--- src/rtl/uop_logic_pkg.sv ---
// Shared constants, types and helpers for the two-input logic teaching cells.
`timescale 1ns/1ps
package uop_logic_pkg;

  // A two-input gate has four minterms, indexed as {a, b}.
  localparam int unsigned NUM_MINTERMS_2IN = 4;

  typedef logic [1:0] minterm2_t;

  // Per-bit equivalence. Plain operators keep 4-state X/Z propagation.
  function automatic logic xnor_bit(input logic a, input logic b);
    return ~(a ^ b);
  endfunction

endpackage

--- src/rtl/uop_minterm_cov.sv ---
// Sticky coverage register for the four minterms of a two-input lane.
// all_seen_o rises on the same edge that records the last missing minterm.
`timescale 1ns/1ps
module uop_minterm_cov
  import uop_logic_pkg::*;
(
  input  logic                        clk_i,
  input  logic                        rst_i,
  input  logic                        en_i,
  input  minterm2_t                   minterm_i,
  output logic [NUM_MINTERMS_2IN-1:0] seen_o,
  output logic                        all_seen_o
);

  logic [NUM_MINTERMS_2IN-1:0] seen_q, seen_d, hit;
  logic                        all_seen_q, all_seen_d;

  // Next-state: OR in the one-hot of the sampled minterm; hold when disabled.
  always_comb begin
    hit             = '0;
    hit[minterm_i]  = 1'b1;
    seen_d          = seen_q;
    all_seen_d      = all_seen_q;
    if (en_i) begin
      seen_d     = seen_q | hit;
      // Judge completion on the updated mask, not the old one.
      all_seen_d = &(seen_q | hit);
    end
  end

  // State register with synchronous reset taking priority over enable.
  always_ff @(posedge clk_i) begin
    if (rst_i) begin
      seen_q     <= '0;
      all_seen_q <= 1'b0;
    end else begin
      seen_q     <= seen_d;
      all_seen_q <= all_seen_d;
    end
  end

  assign seen_o     = seen_q;
  assign all_seen_o = all_seen_q;

endmodule

--- src/rtl/uop_nxor_gate.sv ---
// Parameterised bitwise XNOR with a registered copy and lane-0 minterm coverage.
`timescale 1ns/1ps
module uop_nxor_gate
  import uop_logic_pkg::*;
#(
  parameter int unsigned WIDTH = 1
) (
  input  logic                        clk,
  input  logic                        rst,
  output logic [WIDTH-1:0]            y,
  input  logic [WIDTH-1:0]            a,
  input  logic [WIDTH-1:0]            b,
  input  logic                        en,
  output logic [WIDTH-1:0]            y_q,
  output logic                        all_eq,
  output logic [NUM_MINTERMS_2IN-1:0] seen,
  output logic                        all_seen
);

  logic [WIDTH-1:0] y_reg_q, y_reg_d;

  for (genvar i = 0; i < WIDTH; i++) begin : g_lane
    assign y[i] = xnor_bit(a[i], b[i]);
  end

  assign all_eq = &y;

  // Next-state for the registered copy: capture y when enabled, else hold.
  always_comb begin
    y_reg_d = y_reg_q;
    if (en) begin
      y_reg_d = y;
    end
  end

  // Registered copy with synchronous reset.
  always_ff @(posedge clk) begin
    if (rst) begin
      y_reg_q <= '0;
    end else begin
      y_reg_q <= y_reg_d;
    end
  end

  assign y_q = y_reg_q;

  uop_minterm_cov u_cov (
    .clk_i      (clk),
    .rst_i      (rst),
    .en_i       (en),
    .minterm_i  ({a[0], b[0]}),
    .seen_o     (seen),
    .all_seen_o (all_seen)
  );

endmodule

--- config.mk ---
export PLATFORM = sky130hd
export DESIGN_NAME = uop_nxor_gate
export DESIGN_NICKNAME = d
export VERILOG_FILES = /design/src/rtl/uop_logic_pkg.sv /design/src/rtl/uop_minterm_cov.sv /design/src/rtl/uop_nxor_gate.sv
export SDC_FILE = /design/constraint.sdc
export NUM_CORES = 1
export LEC_CHECK = 0
export BUFFER_PORTS_ARGS = -buffer_cell sky130_fd_sc_hd__buf_4
export CELL_PAD_IN_SITES_DETAIL_PLACEMENT = 1
export CELL_PAD_IN_SITES_GLOBAL_PLACEMENT = 1
export CORE_AREA = 2 2 39 41
export DETAILED_ROUTE_END_ITERATION = 10
export DIE_AREA = 0 0 41 43
export PLACE_DENSITY_LB_ADDON = 0.1
export SYNTH_ARGS = -nofsm -noshare
export SYNTH_HDL_FRONTEND = slang
export SYNTH_SLANG_ARGS = --single-unit
--- constraint.sdc ---
create_clock -name clk -period 0.8 [get_ports clk]
set_input_delay 0.04 -clock clk [delete_from_list [all_inputs] [get_ports clk]]
set_output_delay 0.04 -clock clk [all_outputs]
set_load 0.005 [all_outputs]
After elaboration in Yosys (flattened, before gate mapping) --
Cells that the tools add are included.
Cells by class: add/sub/neg operators 0, multipliers 0, div/mod/pow operators 0, order comparisons 2, eq/ne operators 0, shifts and indexed selects 0, mux-type cells 2, bitwise logic cells 3, reduce and logical (&&, ||, !) cells 2
Operators with widths (number):
- OR 4 bit | 1
- AND reduction 4 bit | 1
- < comparator 2 x 3 -> 1 bit, second input constant | 1
- demux 1 bit (select 2 bit) | 1
- greater-or-equal comparator 2 x 1 -> 1 bit, second input constant | 1
- logical AND 1 bit | 1
- 2-to-1 mux 1 bit | 1
- NOT 1 bit | 1
- XOR 1 bit | 1
Word-level totals: flip-flop bits (word level) 6, bits in latches 0, memory bits (writable) 0, bits in read-only memories 0, input bits 5, output and inout port bits 8, word-level logic and storage cells 12, memories kept 0

Longest topological paths before layout --
Gate-level depths: netlist of the first run.
word-level depth 6, depth in mapped cells 4

By module --
From an unflattened synthesis of the first run, not the netlist that was laid out.
Second synthesis, totals: cells, all modules 29, area total of the unflattened synthesis 262.8 sq um
Modules (own cells, without submodules):
- uop_minterm_cov | times used 1, cells an instance 23, area each 206.4 sq um, sequential area each 100.1 sq um
- uop_nxor_gate | times used 1, cells an instance 6, area each 56.3 sq um, sequential area each 20.0 sq um

Worst setup path after synthesis of the first run --
OpenSTA, ideal clock, no wires.
path kind reg2reg, start reg u_cov.all_seen_o (netlist name), end reg u_cov.all_seen_q, in the netlist u_cov.all_seen_o, arrival 0.715 ns, path slack -0.010 ns, cell stages (with the launch flop) 3, clock period less this slack 0.810 ns, cells stage by stage dfxtp_1 -> or3b_1 -> o41ai_2
RTL lines:
- to (signal assigned) | RTL line uop_minterm_cov.sv:38 | all_seen_q <= all_seen_d;
- to (decl) | RTL line uop_minterm_cov.sv:16 | logic all_seen_q, all_seen_d;

==> results.md, run 1 <==
* Placed cell count at slightly below 60
* Largest net degree at the start of global routing at 9
* Top Ports at 13
* Die Ht at about 43 um
* Drt pass-1 iters at 2
* Period utilization at 104%
* Clk_lat worst skew at between 0.2 and 0.25 ns
* First-pass GRT wire length at 1.12 mm
* Crit path max fanout at 2
* TritonCTS clock tree: done
* FMAX at 1.20 GHz
* Average size of a mapped cell at between 9 and 10 um^2
* CTS clock-pin slew for the worst setup and hold paths at ~0.05 ns
* Final wirelength at roughly 660 um
* Setup Viol. Count Final at 3
* Core Box Area at ~1400 um^2
* Crit start category: register
* Chip width at roughly 41 um
* Clock tree buffer depth at 2
* Max-slew violations at 0
* DR vias at 254
* RSZ-0062 raised after global routing: yes
* Crit path time final at ~0.84 ns
* Area contributors post-synth: dfxtp_1, ha_1, a21oi_1
* Status: finished with violations
* Fillers at around 160
* Post-route ant nets at 0
* Worst min-delay path category: primary input to register
* N_diodes at 0
* Post-Layout Cell Count at about 60
* CTS Hold Buffers Added at 0
* Vias in the first global route at ~260
* Synth-to-layout area growth at 55.6%
* Post-place setup slack at -0.0998 ns
* Min setup slack post-route at -0.0356 ns
* DR WL/cell at about 11 um
* FF+latch count, synth at 6
* Worst Max-Slew Pin Slew at 0.213 ns
* Depth of the CTS H-tree at 1
* Max-cap violations at 0
* CTS root buf: clkbuf_4
* Hold WS at 0.0209 ns
* CP Data Arrival Time at between 0.9 and 1 ns
* Crit path buf inv count at 0
* Synthesized instance count at 30
* Post-CTS Setup Bufs at 0
* Hold Fails Final Rpt at 0
* Number of DRC markers in iteration 0 at 1
* Post-synthesis sequential area ratio at ~43%
* Area of the mapped netlist at approximately 280 um^2
* YS warnings at 0
* Syn Nets at 39
* Top delay family on crit path: simple AND/OR/NAND/NOR gates
* # DRC at 0
* Synth top area share at 42.7%
* Hpwl dp at between 500 and 600 um
* Die area at 1760 um^2
* Initial core utilization at around a fifth
* GPL Wtd Cong at 0.692
* Kind of critical path: register to register
* IO buf count at 12
* P_leak at between 0.2 and 0.25 nW
* Area leader, netlist: dfxtp_1
* Post-synth cell types at 11
* Power Density at 1670 nW/um^2
* Crit path cell chain: or3b_4 -> o41ai_2
* Nets at 56
* Failing checks: negative setup slack
* Grt ovf at 0
* Via/cell ratio at 4.16
* TritonCTS Buffers at 3
* Initial antenna violation count at 0
* Max_slew headroom at approximately 86%
* Critical path's largest stage delay at approximately 0.37 ns
* Worst VDD drop at between 0.0005 and 0.0006 V
* Layout cells sized above 1 at 48.9%
* CP max stage cell: or3b_4
* Row cnt at 14
* Area after DPL at 395 um^2
* Tot GR Track Use at under 10%
* Clock skew at around 0.0036 ns
* Clock sinks at 6
* Final Cell Area at between 400 and 500 um^2
* Power, Total at around 0.00073 W
* Crit path required time at 0.94 ns
* Crit. End Element: register
[layout by cell type (no fill, tap or decap)]
| master | synthesis | layout |
|---|---|---|
| a211oi_1 | 1 | 1 |
| a21oi_1 | 4 | 4 |
| buf_4 | 1 | 10 |
| buf_6 | 0 | 4 |
| clkbuf_4 | 0 | 3 |
| dfxtp_1 | 6 | 3 |
| dfxtp_2 | 0 | 3 |
| ha_1 | 4 | 4 |
| inv_1 | 4 | 4 |
| nor2_1 | 5 | 5 |
| o22ai_1 | 2 | 2 |
| o41ai_2 | 1 | 1 |
| or3b_4 | 0 | 1 |
[stage by stage]
| stage | utilization (%) | setup TNS [ns] |
|---|---|---|
| floorplan | - | -0.00509 |
| global placement | 28.6 | -0.0500 |
| detailed placement | 28.6 | -0.118 |
| CTS | 31.5 | -0.0712 |
| global route | 31.6 | -0.149 |
| finish | 31.6 | -0.0505 |
[what timing repair did]
action,in CTS,in global routing
resized for setup,6,1
cloned,0,0
endpoints found under the setup margin,3,3
[sequential cells by signal, summed over array words and instances, names as in the netlist]
signal and count:
u_cov.seen_o 4, y_q 1, u_cov.all_seen_o 1
[cell families (layout without fill, tap and decap cells)]
kind of cell | Yosys count | in the layout | share of synthesized area [%]
flops | 6 | 6 | 42.7
buf+inv | 6 | 21 | 9.78
compound gates | 8 | 8 | 20.0
simple gates | 6 | 6 | 9.78
fa+ha+maj | 4 | 4 | 17.8
[power by group]
group          internal [W]  leakage (nW)  switching, W
clock network      0.000169        0.0138      0.000104
registers          0.000316        0.0505    0.00000987
logic             0.0000739         0.155     0.0000562
total              0.000559         0.219      0.000170
[cells in the mapped netlist, drive strengths merged]
master	instances
o41ai	1
a21oi	4
inv	4
ha	4
or3b	1
nor2	5
dfxtp	6
a211oi	1
o22ai	2
buf	1
clkbuf	1
[layout make-up]
class                      instances  area (um^2)  area share (%)
timing repair buffer              14          120            27.4
multi-input combinational         18          136            31.1
inverter                           4         15.0            3.43
clock buffer                       3         22.5            5.14
tap                               16         20.0            4.57
sequential                         6          124            28.3
[final timing paths]
check,startpoint,slack [ns],end,depth (start not counted)
setup reg to reg,u_cov.all_seen_o$_SDFFE_PP0P_,-0.04,u_cov.all_seen_o$_SDFFE_PP0P_,2
setup / recovery,u_cov.all_seen_o$_SDFFE_PP0P_,-0.04,u_cov.all_seen_o$_SDFFE_PP0P_,2
hold / removal,rst,0.02,u_cov.seen_o[1]$_SDFFE_PP0P_,2
hold reg to reg,u_cov.seen_o[0]$_SDFFE_PP0P_,0.50,u_cov.seen_o[0]$_SDFFE_PP0P_,2
[per-layer routing]
layer / vias to the layer above / wire length, um / track usage (%)
li1: 129 / - / -
met5: - / 0 / 0
met4: 0 / 0 / 8.00
met3: 0 / 53 / 3.14
met1: 114 / 282 / 11.7
met2: 11 / 326 / 13.4
Power figures use the tool's default switching activity.
==> inputs of run 2 (changes only) <==
==> constraint.sdc (replaced) <==
create_clock -name clk -period 1 [get_ports clk]
set_input_delay 0.05 -clock clk [delete_from_list [all_inputs] [get_ports clk]]
set_output_delay 0.05 -clock clk [all_outputs]
set_load 0.005 [all_outputs]
==> results.md, run 2 (synthesis results as in run 1) <==
* Nets at 54 (-3.6%)
* Reg2reg end: u_cov.all_seen_o$_SDFFE_PP0P_
* Worst min-delay path category: primary input to register
* P_leak at 0.202 nW (-8.0%)
* Initial antenna violation count at 0 (unchanged)
* Drt pass-1 iters at 2 (unchanged)
* Crit start category: register
* Post-CTS Setup Bufs at 0 (unchanged)
* Hold depth at 2 (unchanged)
* Final wirelength at 674 um (+1.8%)
* Fillers at 167 (+3.1%)
* Max_slew headroom at 85.3% (-0.34 points)
* IO buf count at 12 (unchanged)
* Period utilization at 83.3% (-21 points)
* Via/cell ratio at 4.32 (+3.8%)
* Layout cells sized above 1 at 37.2% (-12 points)
* Power Density at 1440 nW/um^2 (-14%)
* Worst reg2reg setup slack at 0.17 ns (+0.20 ns)
* Kind of critical path: register to register
* CTS root buf: clkbuf_4
* Crit path required time at 1.15 ns (+0.21 ns)
* Core Box Area at 1380 um^2 (unchanged)
* Max-cap violations at 0 (unchanged)
* Worst Max-Slew Pin Slew at 0.218 ns (+0.00499 ns)
* Depth of the CTS H-tree at 1 (unchanged)
* CTS Hold Buffers Added at 0 (unchanged)
* TritonCTS Buffers at 3 (unchanged)
* Crit path time final at 0.833 ns (-0.00258 ns)
* Hold Path End: u_cov.seen_o[1]$_SDFFE_PP0P_
* Tot GR Track Use at 9.66% (-0.11 points)
* RSZ-0062 raised after global routing: no
* Reg-to-Reg Start: u_cov.all_seen_o$_SDFFE_PP0P_
* Die Ht at 43 um (unchanged)
* Largest net degree at the start of global routing at 9 (unchanged)
* Setup Viol. Count Final at 0 (-3)
* DR WL/cell at 11.4 um (+5.3%)
* Register area at 120 um^2 (-3.0%)
* Hpwl dp at 543 um (+0.89%)
* Max reg flops at 4 (unchanged)
* Max-slew violations at 0 (unchanged)
* N_diodes at 0 (unchanged)
* Crit path max fanout at 2 (unchanged)
* Grt ovf at 0 (unchanged)
* Clock sinks at 6 (unchanged)
* Area after DPL at 379 um^2 (-4.1%)
* R2R depth at 2 (unchanged)
* Clk_lat worst skew at 0.24 ns (about the same)
* Die area at 1760 um^2 (unchanged)
* Post-cts resize count at 0 (-6)
* Final Cell Area at 402 um^2 (-8.3%)
* First-pass GRT wire length at 1.01 mm (-9.2%)
* Worst VDD drop at 0.000395 V (-26%)
* Number of DRC markers in iteration 0 at 2 (+1)
* Vias in the first global route at 241 (-6.2%)
* Setup TNS at 0 ns (+0.0505 ns)
* DR vias at 255 (+0.39%)
* Crit. End Element: register
* HP Start: rst
* TritonCTS clock tree: done
* FMAX at 1.20 GHz (+0.31%)
* Top Ports at 13 (unchanged)
* Chip width at 41 um (unchanged)
* Initial core utilization at 20.3% (unchanged)
* Clock tree buffer depth at 2 (unchanged)
* Hold Fails Final Rpt at 0 (unchanged)
* Most frequent cells in the layout: buf_4, dfxtp_1, nor2_1
* Most common cell after layout, fill and taps aside: buf_4
* Post-route ant nets at 0 (unchanged)
* CP Data Arrival Time at 0.98 ns (about the same)
* # DRC at 0 (unchanged)
* Row cnt at 14 (unchanged)
* Clock skew at 0.00103 ns (-0.00257 ns)
* GPL Wtd Cong at 0.613 (-11%)
* Status: completed
* CTS clock-pin slew for the worst setup and hold paths at 0.05 ns (about the same)
* Synth-to-layout area growth at 42.7%
* Footprint of the multi-input gates at 134 um^2 (-1.8%)
[run 2: where the power goes]
group          switching [W]  internal (W)
Combinational      0.0000424     0.0000496
Clock              0.0000893      0.000136
Sequential        0.00000822      0.000252
Total               0.000140      0.000437
[run 2: area by class of cell]
cell class / instances / area share [%]
Multi-Input combinational cell: 18 / 33.3
Sequential cell: 6 / 29.9
Timing Repair Buffer: 12 / 22.4
Tap cell: 16 / 4.98
Clock buffer: 3 / 5.61
Inverter: 4 / 3.74
[run 2: metal layers]
metal / up-vias / wire length (um) / part of all wire, % / GRT usage (%)
li1: 126 / - / - / -
met1: 116 / 298 / 44 / 9.71
met2: 11 / 318 / 47 / 12.2
met3: 2 / 44 / 6.5 / 4.71
met4: 0 / 12 / 1.8 / 12.0
met5: - / 0 / 0 / 0
[run 2: worst max-delay path by stage]
stage | startpoint | to | slack, ns | cells after the start
after CTS | u_cov.all_seen_o$_SDFFE_PP0P_ | u_cov.all_seen_o$_SDFFE_PP0P_ | 0.16 | 2
after floorplan | u_cov.all_seen_o$_SDFFE_PP0P_ | u_cov.all_seen_o$_SDFFE_PP0P_ | 0.19 | 2
final | u_cov.all_seen_o$_SDFFE_PP0P_ | u_cov.all_seen_o$_SDFFE_PP0P_ | 0.17 | 2
after global routing | u_cov.seen_o[3]$_SDFFE_PP0P_ | u_cov.all_seen_o$_SDFFE_PP0P_ | 0.10 | 2
after detailed placement | a | u_cov.all_seen_o$_SDFFE_PP0P_ | 0.08 | 5
after global placement | a | u_cov.all_seen_o$_SDFFE_PP0P_ | 0.14 | 5
[run 2: metrics by stage]
stage               instances  power, W  hold slack [ns]  utilization, %  setup slack [ns]
finish                     59  0.000577           0.0300            29.0             0.167
global route               59  0.000621           0.0152            29.0             0.101
CTS                        59  0.000592           0.0251            29.0             0.155
detailed placement         56  0.000359            0.285            27.4            0.0815
global placement           56  0.000355            0.280            27.4             0.141
floorplan                  30  0.000307            0.122               -             0.190
[run 2: worst max-delay path, cell delays in order (launching register included)]
cell and delay [ns]:
dfxtp_1 0.32, or3b_1 0.36, o41ai_2 0.06
